$ cat config.mk
export PLATFORM = sky130hd
export DESIGN_NAME = decode_pipe
export DESIGN_NICKNAME = d
export VERILOG_FILES = /design/src/rtl/decode_pipe.sv
export SDC_FILE = /design/constraint.sdc
export NUM_CORES = 1
export LEC_CHECK = 0
export BUFFER_PORTS_ARGS = -buffer_cell sky130_fd_sc_hd__buf_4
export CORE_MARGIN = 2
export CORE_UTILIZATION = 55
export CTS_CLUSTER_SIZE = 16
export DETAILED_ROUTE_END_ITERATION = 7
export HOLD_SLACK_MARGIN = 0.15
export PLACE_DENSITY = 0.86
export SLEW_MARGIN = 20
export SYNTH_ARGS = -nofsm -noshare
export SYNTH_HDL_FRONTEND = slang
export SYNTH_SLANG_ARGS = --single-unit
$ cat constraint.sdc
create_clock -name clk -period 5.88 [get_ports clk]
set_clock_uncertainty 0.2 [all_clocks]
set_input_delay 0 -clock clk [delete_from_list [all_inputs] [get_ports clk]]
set_output_delay 0 -clock clk [all_outputs]
set_load 0.005 [all_outputs]
$ cat src/rtl/decode_pipe.sv
// decode_pipe: registered, flow-controlled MIPS decode stage with load-use bubbles
module decode_pipe #(
  parameter int W_CPU = 32,
  parameter int W_REG = 5,
  parameter int LOAD_STALL = 1,
  parameter int W_CNT = 16
) (
  input  logic             clk,
  input  logic             rst,
  input  logic             in_valid,
  output logic             in_ready,
  input  logic [W_CPU-1:0] inst,
  input  logic [W_CPU-1:0] in_pc,
  output logic             out_valid,
  input  logic             out_ready,
  output logic [W_CPU-1:0] out_pc,
  output logic [W_REG-1:0] wa,
  output logic [W_REG-1:0] ra1,
  output logic [W_REG-1:0] ra2,
  output logic             reg_wen,
  output logic             imm_ext,
  output logic [15:0]      imm,
  output logic [25:0]      addr,
  output logic [5:0]       alu_op,
  output logic [1:0]       pc_src,
  output logic [1:0]       mem_cmd,
  output logic [1:0]       alu_src,
  output logic             reg_src,
  output logic             link,
  output logic             illegal,
  output logic [W_CNT-1:0] bubble_cnt
);
  localparam logic [5:0] OP_R = 6'h00, OP_J = 6'h02, OP_JAL = 6'h03, OP_BEQ = 6'h04, OP_BNE = 6'h05;
  localparam logic [5:0] OP_ADDI = 6'h08, OP_ADDIU = 6'h09, OP_SLTI = 6'h0A, OP_SLTIU = 6'h0B;
  localparam logic [5:0] OP_ANDI = 6'h0C, OP_ORI = 6'h0D, OP_XORI = 6'h0E, OP_LW = 6'h23, OP_SW = 6'h2B;
  localparam logic [5:0] F_SLL = 6'h00, F_SRL = 6'h02, F_SRA = 6'h03, F_SLLV = 6'h04, F_SRLV = 6'h06;
  localparam logic [5:0] F_SRAV = 6'h07, F_SYSCALL = 6'h0C, F_BREAK = 6'h0D, F_ADD = 6'h20, F_ADDU = 6'h21;
  localparam logic [5:0] F_SUB = 6'h22, F_SUBU = 6'h23, F_AND = 6'h24, F_OR = 6'h25, F_XOR = 6'h26;
  localparam logic [5:0] F_NOR = 6'h27, F_SLT = 6'h2A, F_SLTU = 6'h2B;
  localparam logic WREN = 1'b1, WDIS = 1'b0, IMM_SIGN_EXT = 1'b1, IMM_ZERO_EXT = 1'b0;
  localparam logic REG_SRC_ALU = 1'b0, REG_SRC_MEM = 1'b1;
  localparam logic [1:0] PC_SRC_NEXT = 2'd0, PC_SRC_JUMP = 2'd1, PC_SRC_BRCH = 2'd2;
  localparam logic [1:0] MEM_NOP = 2'd0, MEM_READ = 2'd1, MEM_WRITE = 2'd2;
  localparam logic [1:0] ALU_SRC_REG = 2'd0, ALU_SRC_IMM = 2'd1, ALU_SRC_SHA = 2'd2;
  localparam logic [W_REG-1:0] REG_0 = '0, REG_V0 = W_REG'(2), REG_A0 = W_REG'(4), REG_RA = W_REG'(31);
  typedef struct packed {
    logic [W_REG-1:0] wa, ra1, ra2;
    logic             reg_wen, imm_ext;
    logic [5:0]       alu_op;
    logic [1:0]       pc_src, mem_cmd, alu_src;
    logic             reg_src, link, illegal;
  } ctrl_t;
  localparam ctrl_t NOP = '{wa: REG_0, ra1: REG_0, ra2: REG_0, reg_wen: WDIS, imm_ext: IMM_ZERO_EXT,
                            alu_op: F_BREAK, pc_src: PC_SRC_NEXT, mem_cmd: MEM_NOP, alu_src: ALU_SRC_REG,
                            reg_src: REG_SRC_ALU, link: 1'b0, illegal: 1'b0};
  logic [5:0] op, fn;
  logic [W_REG-1:0] rs, rt, rd, pend_wa;
  logic [1:0] pend_cnt;
  logic adv, hazard, accept, lw_acc;
  ctrl_t dec, q;
  assign op = inst[31:26];
  assign fn = inst[5:0];
  assign rs = inst[25:21];
  assign rt = inst[20:16];
  assign rd = inst[15:11];
  always_comb begin
    dec = NOP;
    case (op)
      OP_R:
        case (fn)
          F_ADD, F_ADDU, F_SUB, F_SUBU, F_AND, F_OR, F_XOR, F_NOR, F_SLT, F_SLTU: begin
            dec.wa = rd; dec.ra1 = rs; dec.ra2 = rt; dec.reg_wen = WREN; dec.alu_op = fn;
          end
          F_SLL, F_SRL, F_SRA: begin
            dec.wa = rd; dec.ra1 = rt; dec.reg_wen = WREN; dec.alu_op = fn; dec.alu_src = ALU_SRC_SHA;
          end
          F_SLLV, F_SRLV, F_SRAV: begin
            dec.wa = rd; dec.ra1 = rt; dec.ra2 = rs; dec.reg_wen = WREN; dec.alu_op = fn;
          end
          F_SYSCALL: begin
            dec.ra1 = REG_V0; dec.ra2 = REG_A0;
          end
          F_BREAK: ;
          default: dec.illegal = 1'b1;
        endcase
      OP_ADDI, OP_ADDIU, OP_SLTI, OP_SLTIU, OP_ANDI, OP_ORI, OP_XORI: begin
        // opcode bit 2 splits sign-extended arithmetic/compare from zero-extended logic ops
        dec.wa = rt; dec.ra1 = rs; dec.reg_wen = WREN; dec.alu_src = ALU_SRC_IMM;
        dec.imm_ext = op[2] ? IMM_ZERO_EXT : IMM_SIGN_EXT;
        dec.alu_op = op[2] ? {4'b1001, op[1:0]} : op[1] ? {5'b10101, op[0]} : {5'b10000, op[0]};
      end
      OP_LW: begin
        dec.wa = rt; dec.ra1 = rs; dec.reg_wen = WREN; dec.mem_cmd = MEM_READ; dec.reg_src = REG_SRC_MEM;
        dec.imm_ext = IMM_SIGN_EXT; dec.alu_op = F_ADDU; dec.alu_src = ALU_SRC_IMM;
      end
      OP_SW: begin
        dec.ra1 = rs; dec.ra2 = rt; dec.mem_cmd = MEM_WRITE;
        dec.imm_ext = IMM_SIGN_EXT; dec.alu_op = F_ADDU; dec.alu_src = ALU_SRC_IMM;
      end
      OP_BEQ, OP_BNE: begin
        dec.ra1 = rs; dec.ra2 = rt; dec.alu_op = F_SUBU; dec.pc_src = PC_SRC_BRCH; dec.imm_ext = IMM_SIGN_EXT;
      end
      OP_J: dec.pc_src = PC_SRC_JUMP;
      OP_JAL: begin
        dec.pc_src = PC_SRC_JUMP; dec.wa = REG_RA; dec.reg_wen = WREN; dec.link = 1'b1;
      end
      default: dec.illegal = 1'b1;
    endcase
  end
  assign adv = !out_valid || out_ready;
  assign hazard = pend_cnt != 2'd0 && pend_wa != REG_0 && (dec.ra1 == pend_wa || dec.ra2 == pend_wa);
  assign in_ready = rst && adv && !hazard;
  assign accept = in_valid && in_ready;
  assign lw_acc = accept && op == OP_LW && dec.wa != REG_0;
  always_ff @(posedge clk) begin
    if (!rst) begin
      out_valid <= 1'b0;
      q <= NOP;
      out_pc <= '0;
      imm <= '0;
      addr <= '0;
      pend_cnt <= 2'd0;
      pend_wa <= REG_0;
      bubble_cnt <= '0;
    end else if (adv) begin
      out_valid <= accept;
      if (accept) begin
        q <= dec;
        out_pc <= in_pc;
        imm <= inst[15:0];
        addr <= inst[25:0];
      end else if (in_valid) begin
        q <= NOP;
        bubble_cnt <= bubble_cnt + W_CNT'(!(&bubble_cnt));
      end
      pend_cnt <= lw_acc ? 2'(LOAD_STALL) : pend_cnt - 2'(pend_cnt != 2'd0);
      if (lw_acc) pend_wa <= dec.wa;
    end
  end
  assign {wa, ra1, ra2, reg_wen, imm_ext, alu_op, pc_src, mem_cmd, alu_src, reg_src, link, illegal} = q;
endmodule

Word-level counts from Yosys, hierarchy flattened
Index checks and enable logic that the tools add are counted.
Storage, ports and cells
  flip-flop bits (word level): 130
  logic and storage cells: 119
Cells by class
  add/subtract/negate cells: 2
  equality and inequality tests: 32
  muxes and demuxes: 25
  bitwise logic cells: 1
  reduce and logical (&&, ||, !) cells: 40
Operators by type and width (count)
  $eq A6 B6 Y1 const B: 12
  $mux W32: 2
  $eq A6 B4 Y1 const B: 9
  $pmux W5 S3: 3
  $eq A6 B3 Y1 const B: 5
  $eq A6 B2 Y1 const B: 4
  $pmux W6 S4: 1
  $pmux W5 S2: 2
  $reduce_or A18 Y1: 1
  $reduce_or A9 Y1: 2
  $add A16 B1 Y16: 1
  $reduce_and A16 Y1: 1
  $reduce_or A16 Y1: 1
  $reduce_or A13 Y1: 1
  $logic_not A6 Y1: 2
  $pmux W2 S2: 3
  $reduce_or A11 Y1: 1
  $eq A5 B5 Y1: 2
  $reduce_bool A5 Y1: 2
  $reduce_or A10 Y1: 1
  $reduce_or A3 Y1: 3
  $mux W4: 2
  $reduce_or A8 Y1: 1
  $logic_and A1 B1 Y1: 7
  16 further kinds: 31

Longest topological paths before layout
  depth in word-level cells: 13
  gate-level depth with buffers: 14

Worst setup path before layout
No wires, ideal clock.
  path kind: register -> register
  start: reg bubble_cnt[2]
  end: reg bubble_cnt[12]
  data arrival time: 2644 ps
  required time: 5559 ps
  slack: 2914 ps
  cell stages (with the launch flop): 14
  buffers on the path: 0
  clock period less this slack: 2966 ps
  cell sequence: dfxtp_1 -> and4_1 -> and3_1 -> and3_1 -> nand3_1 -> nor2_1 -> nand3_1 -> or2_2 -> ha_1 -> ha_1 -> and3_1 -> a31oi_1 -> a21oi_1 -> mux2i_1
On the way
  cells in the longest elaborated chain, start to end: 3
RTL lines
  from (decl): RTL line 31  | output logic [W_CNT-1:0] bubble_cnt
  from (signal assigned): RTL line 134  | bubble_cnt <= bubble_cnt + W_CNT'(!(&bubble_cnt));
  $reduce_and A16 Y1: RTL line 134
  $logic_not A1 Y1: RTL line 134
  $add A16 B1 Y16 *: RTL line 134
Every way passes the cells marked *; elsewhere a longest branch is shown, timed or not.
A chain may end at the register's enable or synchronous reset.

Worst setup path after layout
  start: in inst[27]
  end: reg out_pc[2]
On the way
  cells in the longest elaborated chain, start to end: 10
RTL lines
  from (decl): RTL line 12  | input logic [W_CPU-1:0] inst,
  $eq A6 B6 Y1 (tied with other cells): RTL line 68  | case (op)
  $reduce_or A11 Y1 (no line) / $reduce_or A3 Y1 (equally long branches)
  $pmux W5 S2: RTL line 68
  $eq A5 B5 Y1: RTL line 111  | assign hazard = pend_cnt != 2'd0 && pend_wa != REG_0 && (dec.ra1 == pend_wa || dec.ra2 == pend_wa);
  $logic_or A1 B1 Y1 *: RTL line 111
  $logic_and A1 B1 Y1 *: RTL line 111
  $logic_not A1 Y1 *: RTL line 112  | assign in_ready = rst && adv && !hazard;
  $logic_and A1 B1 Y1 *: RTL line 112
  $logic_and A1 B1 Y1 *: RTL line 113  | assign accept = in_valid && in_ready;
  $reduce_and A2 Y1 (no line) *
  to (signal assigned): RTL line 129  | out_pc <= in_pc;
  to (decl): RTL line 16  | output logic [W_CPU-1:0] out_pc,
Marked as above.

==> out/metrics.yaml <==
clock_network:
  post_cts_buffers: 0
  cts-buffers-inserted: 17
  clk_pin_slew_ns: 0.06
  clock_sinks: 114
  clk_latency_ns: 0.54
  h-tree-depth: 4
  root_buffer: "clkbuf_8"
  cts_tree: "done"
  cts_buffer_depth: 2
worst_setup_path:
  critPathMaxFanout: 51
  worst-setup-path-type: "in2reg"
  crit_arrival_ns: 5.34
  start_kind: "primary input"
  required_ns: 6.15
  endpoint_kind: "flip-flop"
drt:
  drc: 2
  vias: 7117
  post_drt_wl_per_cell_um: 22.5
  drt_first_pass_iters: 8
  ant_nets: 0
  first_iter_violations: 813
  wirelength_um: 25900
  viasPerCell: 6.17
placed_design:
  portBuffers: 191
  placed_area_um2: 7010
  placedCellCount: 934
  dpl.hpwl_um: 11800
  post-place-ws_ns: 1.78
  gp_congestion: 0.935
global_routing:
  grt_overflow: 0
  antenna_found_initial: 2
  grt_pass1_vias: 7277
  grt_usage_pct: 45.7
  grt_pass1_wl_um: 39900
  grt_max_degree: 96
hold_path:
  holdCritPathClass: "in2reg"
power:
  p_per_area_nw_per_um2: 257
  p_total_uw: 2450
  p_leak_uw: 0.00470
  vdd_drop_max_v: 0.000228
timing:
  period_share_pct: 86.3
  setup_tns_ns: 0
  worstMarginPinSlew_ns: 1.01
  min_period_ns: 5.08
  finalHoldViolations: 0
  setup_viol: 0
  fin_ws_ns: 0.804
  relSlewSlack_pct: 31.5
  maxSlewViolCount: 0
  rsz0062_at_grt: "false"
  fmax_mhz: 197
run:
  cap_violations: 0
synth:
  synth-warning-count: 0
  ys_seq_elements: 114
  async_reset_ff_share_pct: 0
  syn-mean-instance-area_um2: 8.71
  ys.flop_type: "dfxtp_1"
  synth-edff-count: 0
  yosys-top-cells-area: "dfxtp_1 40%, mux2i_1 13%, nand2_1 7.5%, inv_1 4.3%, buf_4 2.7%"
  syn_nets: 729
  synthDistinctLibCells: 70
  syn-cell-area_um2: 5740
  synth_cells: 659
  synth_area_leader_cell: "dfxtp_1"
  post-synth-top-area-fraction_pct: 39.8
  seq_area_frac_synth_pct: 39.8
die:
  io_pins: 192
  die_x_um: 106
  rows: 37
  die_h_um: 106
  start_util_pct: 56.1
  die_area_um2: 11300
  core_region_area_um2: 10200
outcome:
  violations: "DRC"
  outcome: "complete, but fails checks"
layout:
  fin_area_um2: 9550
  num-nets-final: 1073
  layout.cells.most_common: "buf_4"
  fill_cells: 327
  stdcell_count: 1153
  layout-drive-gt1-share_pct: 24.4
  final_cell_mix: "193 x buf_4, 186 x dlygate4sd3_1, 115 x nand2_1"
  area_growth_pct: 66.4
metal layers:
| metal | vias up | global-route usage [%] | part of all wire, % | wire, um |
|---|---|---|---|---|
| met5 | - | 0 | 0 | 0 |
| met2 | 635 | 80.4 | 49 | 12600 |
| met1 | 3313 | 49.8 | 34 | 8880 |
| li1 | 2969 | - | - | - |
| met4 | 0 | 25.8 | 6.9 | 1780 |
| met3 | 200 | 11.5 | 10 | 2660 |
layout make-up:
type | instances | area [um2] | area share (%)
inverters | 66 | 248 | 2.59
repair buffers | 379 | 3310 | 34.7
well taps | 136 | 170 | 1.78
diodes | 2 | 5.00 | 0.0524
clock buffers | 21 | 469 | 4.91
clock inverters | 10 | 203 | 2.12
multi-input cells | 425 | 2870 | 30.0
flip-flops and latches | 114 | 2280 | 23.9
synthesized netlist by cell type, types with 6 or more instances:
master	instances
a21oi_1	22
a31oi_1	11
a32o_1	10
and3_1	12
buf_4	21
clkbuf_1	23
dfxtp_1	114
inv_1	66
mux2i_1	76
nand2_1	115
nand2b_1	21
nand3_1	18
nand4_1	6
nor2_1	12
nor3_1	6
o21ai_0	14
o31ai_1	9
or2_2	6
cell families after synthesis:
kind of cell,after synthesis,share of synthesized area [%]
AOI/OAI and AO/OA,113,14.5
xor gates and xnor gates,1,0.153
adders and majority gates,2,0.436
buffers and inverters,120,10.6
DFF,114,39.8
muxes,76,13.3
and+or+nand+nor,233,21.3
sequential cells by signal (all words and copies together) (netlist names), 5 cells and up:
register    count
ra2             5
pend_wa         5
wa              5
alu_op          6
imm            15
bubble_cnt     16
out_pc         32
ra1             5
addr           11
repair_timing:
item                      CTS  global route
gates resized for setup     0             0
hold endpoints to repair  112             0
hold buffers              186             0
final timing paths:
kind	start	end	slack, ns	cells past startpoint
worst min-delay path	inst[1]	alu_op[1]	0.24	4
worst max register to register	pend_cnt[0]	out_pc[2]	1.72	9
worst min register to register	reg_src	reg_src	0.27	2
worst max-delay path	inst[27]	out_pc[2]	0.80	12
worst max-delay path, stage by stage:
cell           delay [ns]
dlygate4sd3_1        0.55
buf_4                0.20
or4_4                0.60
nor3_2               0.49
o2111ai_1            0.36
and3_1               0.30
nor4_4               0.39
a311oi_2             0.27
nand3_4              0.40
buf_4                0.75
mux2i_1              0.35
dlygate4sd3_1        0.63
where the power goes:
group / total, uW / switching, uW / leakage [uW] / internal [uW]
sequential: 842 / 31.0 / 0.000933 / 811
clock: 1200 / 386 / 0.000330 / 815
combinational: 407 / 183 / 0.00344 / 224
total: 2450 / 600 / 0.00470 / 1850
stage by stage:
stage / util (%) / hold slack (ns)
final: 93.4 / 0.240
after global routing: 93.4 / 0.255
after CTS: 93.3 / 0.168
after detailed placement: 68.5 / 0.0479
after global placement: 68.5 / 0.0410
after floorplan: - / -0.0677
(Power assumes the default switching activity.)
